===== src/rtl/core_wb_arbiter_bridge.sv =====
// core_wb_arbiter_bridge: N-port core request arbiter onto one Wishbone classic master,
// with fixed or round-robin arbitration and an optional bus timeout reported as an error.
`default_nettype none

module core_wb_arbiter_bridge #(
    parameter int NUM_PORTS      = 2,
    parameter int ADDR_WIDTH     = 32,
    parameter int DATA_WIDTH     = 32,
    parameter int ARB_MODE       = 0,
    parameter int TIMEOUT_CYCLES = 255
) (
    input  logic                              clk,
    input  logic                              rst_n,
    input  logic [NUM_PORTS-1:0]              req_read_i,
    input  logic [NUM_PORTS-1:0]              req_write_i,
    input  logic [NUM_PORTS*ADDR_WIDTH-1:0]   req_addr_i,
    input  logic [NUM_PORTS*DATA_WIDTH-1:0]   req_wdata_i,
    input  logic [NUM_PORTS*DATA_WIDTH/8-1:0] req_sel_i,
    output logic [DATA_WIDTH-1:0]             req_rdata_o,
    output logic [NUM_PORTS-1:0]              req_resp_o,
    output logic [NUM_PORTS-1:0]              req_err_o,
    output logic                              wb_cyc_o,
    output logic                              wb_stb_o,
    output logic                              wb_we_o,
    output logic [ADDR_WIDTH-1:0]             wb_addr_o,
    output logic [DATA_WIDTH-1:0]             wb_data_o,
    output logic [DATA_WIDTH/8-1:0]           wb_sel_o,
    input  logic [DATA_WIDTH-1:0]             wb_data_i,
    input  logic                              wb_ack_i,
    output logic                              busy_o
);

    localparam int SEL_WIDTH = DATA_WIDTH / 8;
    localparam int IDX_WIDTH = (NUM_PORTS > 1) ? $clog2(NUM_PORTS) : 1;
    localparam int CNT_WIDTH = (TIMEOUT_CYCLES > 1) ? $clog2(TIMEOUT_CYCLES) : 1;
    localparam logic [CNT_WIDTH-1:0] CNT_LAST =
        CNT_WIDTH'((TIMEOUT_CYCLES > 0) ? TIMEOUT_CYCLES - 1 : 0);

    typedef enum logic [1:0] {
        IDLE = 2'd0,
        BUS  = 2'd1,
        RESP = 2'd2
    } state_t;

    state_t                 state;
    state_t                 state_nx;
    logic [NUM_PORTS-1:0]   requesting;
    logic                   any_req;
    logic                   found;
    logic [IDX_WIDTH-1:0]   cand;
    logic [IDX_WIDTH-1:0]   winner;
    logic [IDX_WIDTH-1:0]   grant;
    logic [IDX_WIDTH-1:0]   last_grant;
    logic [CNT_WIDTH-1:0]   cnt;
    logic                   err_flag;
    logic                   timeout_hit;

    assign requesting  = req_read_i | req_write_i;
    assign any_req     = |requesting;
    assign timeout_hit = (TIMEOUT_CYCLES != 0) && (cnt == CNT_LAST);
    assign busy_o      = (state == BUS) || (state == RESP);

    // Round-robin scans from the port after the last one granted; fixed scans from 0.
    always_comb begin
        winner = '0;
        found  = 1'b0;
        cand   = '0;
        for (int k = 0; k < NUM_PORTS; k++) begin
            if (ARB_MODE == 1)
                cand = IDX_WIDTH'((int'(last_grant) + 1 + k) % NUM_PORTS);
            else
                cand = IDX_WIDTH'(k);
            if (!found && requesting[cand]) begin
                found  = 1'b1;
                winner = cand;
            end
        end
    end

    always_comb begin
        state_nx   = state;
        req_resp_o = '0;
        req_err_o  = '0;
        case (state)
            IDLE: if (any_req) state_nx = BUS;
            BUS:  if (wb_ack_i || timeout_hit) state_nx = RESP;
            RESP: begin
                state_nx          = IDLE;
                req_resp_o[grant] = 1'b1;
                req_err_o[grant]  = err_flag;
            end
            default: state_nx = IDLE;
        endcase
    end

    always_ff @(posedge clk or negedge rst_n) begin
        if (!rst_n) begin
            state       <= IDLE;
            grant       <= '0;
            last_grant  <= IDX_WIDTH'(NUM_PORTS - 1);
            cnt         <= '0;
            err_flag    <= 1'b0;
            req_rdata_o <= '0;
            wb_cyc_o    <= 1'b0;
            wb_stb_o    <= 1'b0;
            wb_we_o     <= 1'b0;
            wb_addr_o   <= '0;
            wb_data_o   <= '0;
            wb_sel_o    <= '0;
        end else begin
            state <= state_nx;
            case (state)
                IDLE: begin
                    if (any_req) begin
                        grant      <= winner;
                        last_grant <= winner;
                        cnt        <= '0;
                        wb_cyc_o   <= 1'b1;
                        wb_stb_o   <= 1'b1;
                        wb_we_o    <= req_write_i[winner];
                        wb_addr_o  <= req_addr_i[int'(winner)*ADDR_WIDTH +: ADDR_WIDTH];
                        wb_data_o  <= req_wdata_i[int'(winner)*DATA_WIDTH +: DATA_WIDTH];
                        wb_sel_o   <= req_sel_i[int'(winner)*SEL_WIDTH +: SEL_WIDTH];
                    end
                end
                BUS: begin
                    // An ack on the terminal timeout cycle still wins.
                    if (wb_ack_i) begin
                        req_rdata_o <= wb_data_i;
                        err_flag    <= 1'b0;
                        wb_cyc_o    <= 1'b0;
                        wb_stb_o    <= 1'b0;
                    end else if (timeout_hit) begin
                        req_rdata_o <= '1;
                        err_flag    <= 1'b1;
                        wb_cyc_o    <= 1'b0;
                        wb_stb_o    <= 1'b0;
                    end else if (cnt != '1) begin
                        cnt <= cnt + 1'b1;
                    end
                end
                default: ;
            endcase
        end
    end

endmodule

`default_nettype wire


===== config.mk =====
export PLATFORM = sky130hd
export DESIGN_NAME = core_wb_arbiter_bridge
export DESIGN_NICKNAME = d
export VERILOG_FILES = /design/src/rtl/core_wb_arbiter_bridge.sv
export SDC_FILE = /design/constraint.sdc
export NUM_CORES = 1
export LEC_CHECK = 0
export CORE_MARGIN = 3
export CORE_UTILIZATION = 43
export CTS_CLUSTER_DIAMETER = 200
export DETAILED_ROUTE_END_ITERATION = 12
export MAX_ROUTING_LAYER = met4
export PLACE_DENSITY = 0.85
export SYNTH_ARGS = -nofsm -noshare
export SYNTH_HDL_FRONTEND = slang
export SYNTH_SLANG_ARGS = --single-unit
export TNS_END_PERCENT = 30

===== constraint.sdc =====
create_clock -name clk -period 4.4 [get_ports clk]
set_clock_uncertainty 0.2 [all_clocks]
set_input_delay 0.88 -clock clk [delete_from_list [all_inputs] [get_ports clk]]
set_output_delay 0.88 -clock clk [all_outputs]
set_load 0.02 [all_outputs]

* Yosys cells after proc, flatten, opt, wreduce, memory -nomap -nowiden
Cells that the tools add are included.
Cells by class: $add $sub $neg 1, eq/ne operators 10, multiply operators 0, bitwise logic cells 2, reduce and logical (&&, ||, !) cells 14, shift operators 3, divide/modulo/power cells 0, mux-type cells 24, $lt $le $gt $ge 3
Operators with widths (number):
- $shiftx A64 B7 Y32 | 2
- $mux W32 | 2
- $mux W8 | 4
- $pmux W8 S2 | 1
- $mux W1 | 10
- $add A8 B1 Y8 const B | 1
- $eq A8 B8 Y1 const B | 1
- $mux W2 | 4
- $ne A8 B8 Y1 const B | 1
- $shiftx A8 B4 Y4 | 1
- $ne A2 B2 Y1 const B | 3
- $reduce_and A2 Y1 | 3
- $reduce_and A5 Y1 | 1
- $lt A1 B2 Y1 const B | 2
- $ne A2 B1 Y1 const B | 2
- $pmux W2 S2 | 1
- $reduce_bool A2 Y1 | 2
- $ne A3 B3 Y1 const B | 1
- $reduce_and A3 Y1 | 1
- $and A2 B2 Y2 | 1
- $eq A2 B1 Y1 const B | 1
- $eq A2 B2 Y1 const B | 1
- $logic_and A1 B1 Y1 | 2
- $logic_not A2 Y1 | 1
- 7 further kinds | 8
Word-level totals: bits in read-only memories 0, bits in registers 114, bits of input ports 175, memories 0, logic and storage cells 67, output and inout port bits 108, bits in writable memories 0, latch bits 0

* Logic depth before layout (Yosys ltp)
word-level depth 7, mapped depth 8, mapped depth without buffers 6

* Worst setup path before layout
No wires, ideal clock.
path kind reg2out, start point register state[0], end point output port req_err_o[0], stages on the path, launching flop included 5, required time 3320 ps, buffers on the path 0, path slack 2036 ps, data arrival time 1284 ps, path through dfrtp_1 -> inv_1 -> ha_1 -> nor2b_1 -> and2_1
On the way: cells in the longest elaborated chain, start to end 2
RTL lines:
- start: declaration | RTL line 45 | state_t state;
- start signal: assignment | RTL line 111 | state <= state_nx;
- $eq A2 B2 Y1 | RTL line 84 | case (state)
- $mux W2 | RTL line 84
- end: declaration | RTL line 21 | output logic [NUM_PORTS-1:0] req_err_o,
Every way passes these cells.

* Worst setup path in the final report
Same ends and word-level chain as after synthesis.

==> metrics.yaml <==
grt_start_max_net_pins: 91
layout.core_utilization: 0.735
power.density_nw_per_um2: 698
critical_path_class: "reg2out"
worstHoldPathCells: 2
worstHoldPathType: "reg2reg"
detailroute.via_count: 4781
fin_tns_setup_ns: 0
total_leakage_power_nw: 3.98
synth_nets: 674
port-buffer-count: 282
number_of_iterations_in_the_first_detailed_routing_pass: 5
root_buffer: "clkbuf_16"
finalWirelength_um: 16100
yosysSeqAreaShare: 0.533
worst_setup_hold_path_clk_slew_ns: 0.05
detail_route.vias_per_cell: 5.03
die_area_um2: 13800
coreArea_um2: 12100
cts_hold_repair.buffers: 0
via_count_of_the_first_global_routing_pass: 4998
grt_setup_unrepaired: "false"
place_ws_ns: 1.05
max-slew-margin-rel: 0.254
post_cts.resized_instances: 0
cell_count_after_synthesis: 493
critical-path-slowest-cell: "clkdlybuf4s50_1"
h-tree-depth: 4
fraction_of_layout_cells_with_a_size_suffix_above_1: 0.0754
rows: 40
outcome: "completed"
initial_core_util: 0.442
final_max_slew_viol_count: 0
fin_nets: 950
clock_tree.buffer_depth: 2
number_of_distinct_library_cell_variants_in_the_gate_level_netlist_after_synthesis: 34
syn_to_final_growth_pct: 66.4
die_x_um: 118
drt.antenna.violating_nets: 0
mean_instance_size_in_the_synthesized_netlist_um2: 10.9
achievable-frequency_mhz: 320
post_synth_instance_area_um2: 5350
critical_path.cell_chain: "inv_1, ha_1, nor2b_1, and2_1, clkdlybuf4s50_1"
cts_setup_buffers: 0
synth-warning-count: 0
critPathMaxFanout: 3
max_slew.worst_pin.slew_ns: 1.12
gpl.final_weighted_congestion: 0.837
antenna_found_initial: 0
antenna-diode-count: 0
cts_tree: "yes"
synth-seq-cells: 114
vdd_ir_drop_max_mv: 0.303
grt_pass1_wl_um: 26200
insertion_delay_ns: 0.40
setup_viol: 0
io-pin-count: 283
floorplan.die.height_um: 118
critical-path-max-stage-delay_ns: 0.61
worst-endpoint-required_ns: 3.32
drt_wl_cell_um: 16.9
cts_made_buffers: 17
maxCapViolCount: 0
setup.worst_path.start_class: "register"
worst_slack_ns: 1.28
post-route-period-util: 0.710
post-route-drc-count: 0
worst-r2r-cell-count: 6
grt_overflow: 0
timing.hold.ws_ns: 0.273
place.detailed.hpwl_um: 12100
number_of_clock_sinks: 114
drt-initial-drc-count: 294
worstPathArrival_ns: 2.04
grt_use_total: 0.244
timing.final.crit_period_ns: 3.12
critical_path.endpoint_type: "output pin"
hold_viol: 0
[worst max-delay path, delay by kind of cell (launching register included)]
kind | cells | cell delay (ns)
adder cells (fa/ha/maj) | 1 | 0.19
flip-flops | 1 | 0.39
AND/OR/NAND/NOR | 2 | 0.33
buffers and inverters | 2 | 0.72
[flip-flops by register name (all words and copies together), names as in the netlist]
| signal | count |
|---|---|
| cnt | 8 |
| grant | 1 |
| wb_we_o | 1 |
| req_rdata_o | 32 |
| wb_addr_o | 32 |
| err_flag | 1 |
| wb_stb_o | 1 |
| wb_data_o | 32 |
| wb_sel_o | 4 |
| state | 2 |
[cell usage in the layout, fill, tap and decap left out, drive strengths merged]
master         synthesis  layout
a211oi                 1       1
a21oi                  4       4
a31oi                 10      10
a41oi                  1       1
and2                   2       2
and3                   3       3
and4                   1       1
buf                   22      12
bufinv                 0       3
clkbuf                14      20
clkdlybuf4s50          0     281
clkinv                 0       7
clkinvlp               0       2
dfrtp                114     114
ha                     6       6
inv                    9       9
mux2                   1       1
mux2i                 71      71
nand2                 76      76
nand2b                 3       3
nand3                  1       1
nand3b                33      33
nand4                  2       2
nor2                   3       3
nor2b                  3       3
o2111a                 1       1
o2111ai                1       1
o21a                  34      34
o21ai                 74      74
o221ai                 1       1
o22ai                  1       1
or4                    1       1
[metal layers]
metal	vias up	track usage	part of all wire
met5	-	-	0
met4	0	0.0681	0.017
met3	18	0.0807	0.074
met2	210	0.424	0.52
met1	2261	0.269	0.39
li1	2292	-	-
[cell type report]
type / instances / area, um2
inverters: 9 / 33.8
multi-input cells: 334 / 2270
flip-flops and latches: 114 / 2850
clock inverters: 12 / 159
well taps: 168 / 210
repair buffers: 293 / 2930
fillers: 854 / 3210
clock buffers: 20 / 447
[through the flow]
stage,cell area [um2],power [mW],std cells
after floorplan,5350,3.44,493
after global placement,8300,4.73,918
after detailed placement,8300,4.85,918
after CTS,8900,6.27,950
after global routing,8900,6.58,950
final,8900,6.22,950
[report_power, final]
| part | switching [mW] | total, mW | internal (mW) |
|---|---|---|---|
| Combinational | 1.61 | 2.98 | 1.37 |
| Sequential | 0.290 | 1.85 | 1.56 |
| Clock | 0.483 | 1.39 | 0.907 |
[logic make-up after synthesis]
group                      Yosys count  synth area share
AOI/OAI and AO/OA                  128             0.150
adders and majority gates            6            0.0140
buffers and inverters               45            0.0456
DFF                                114             0.533
muxes                               72             0.135
and+or+nand+nor                    128             0.123
[worst paths after layout]
check | from | to | slack (ns)
max | state[0]$_DFFE_PN0P_ | req_err_o[0] | 1.28
min | wb_data_o[26]$_DFFE_PN0P_ | wb_data_o[26]$_DFFE_PN0P_ | 0.27
max reg2reg | state[1]$_DFFE_PN0P_ | cnt[6]$_DFFE_PN0P_ | 2.07
min reg2reg | wb_data_o[26]$_DFFE_PN0P_ | wb_data_o[26]$_DFFE_PN0P_ | 0.27
max in group asynchronous | rst_n | wb_data_o[13]$_DFFE_PN0P_ | 2.66
min in group asynchronous | rst_n | req_rdata_o[1]$_DFFE_PN0P_ | 0.48
[cells in the mapped netlist]
library cell    n  area share
inv_1           9      0.0063
dfrtp_1       114        0.53
o21ai_0        64       0.060
nor2b_1         3      0.0035
nor2_1          2      0.0014
o221ai_1        1      0.0016
nand3_1         1     0.00093
ha_1            6       0.014
mux2_2          1      0.0021
nand4_1         2      0.0023
nand2_2         1      0.0012
mux2i_1        71        0.13
nand3b_1       33       0.046
a41oi_1         1      0.0016
o21ai_2        10       0.016
o2111ai_1       1      0.0016
o22ai_1         1      0.0012
a31oi_1        10       0.012
o2111a_1        1      0.0021
a211oi_2        1      0.0023
and2_1          2      0.0023
buf_2          13       0.012
a21oi_1         4      0.0037
clkbuf_2        2      0.0019
buf_4           3      0.0042
or4_4           1      0.0021
buf_6           6       0.013
and4_1          1      0.0016
nand2b_1        3      0.0035
and3_1          3      0.0035
nand2_1        75       0.053
nor2_2          1      0.0012
o21a_1         34       0.048
clkbuf_1       12      0.0084
No activity file was read; power rests on OpenSTA's default activity.
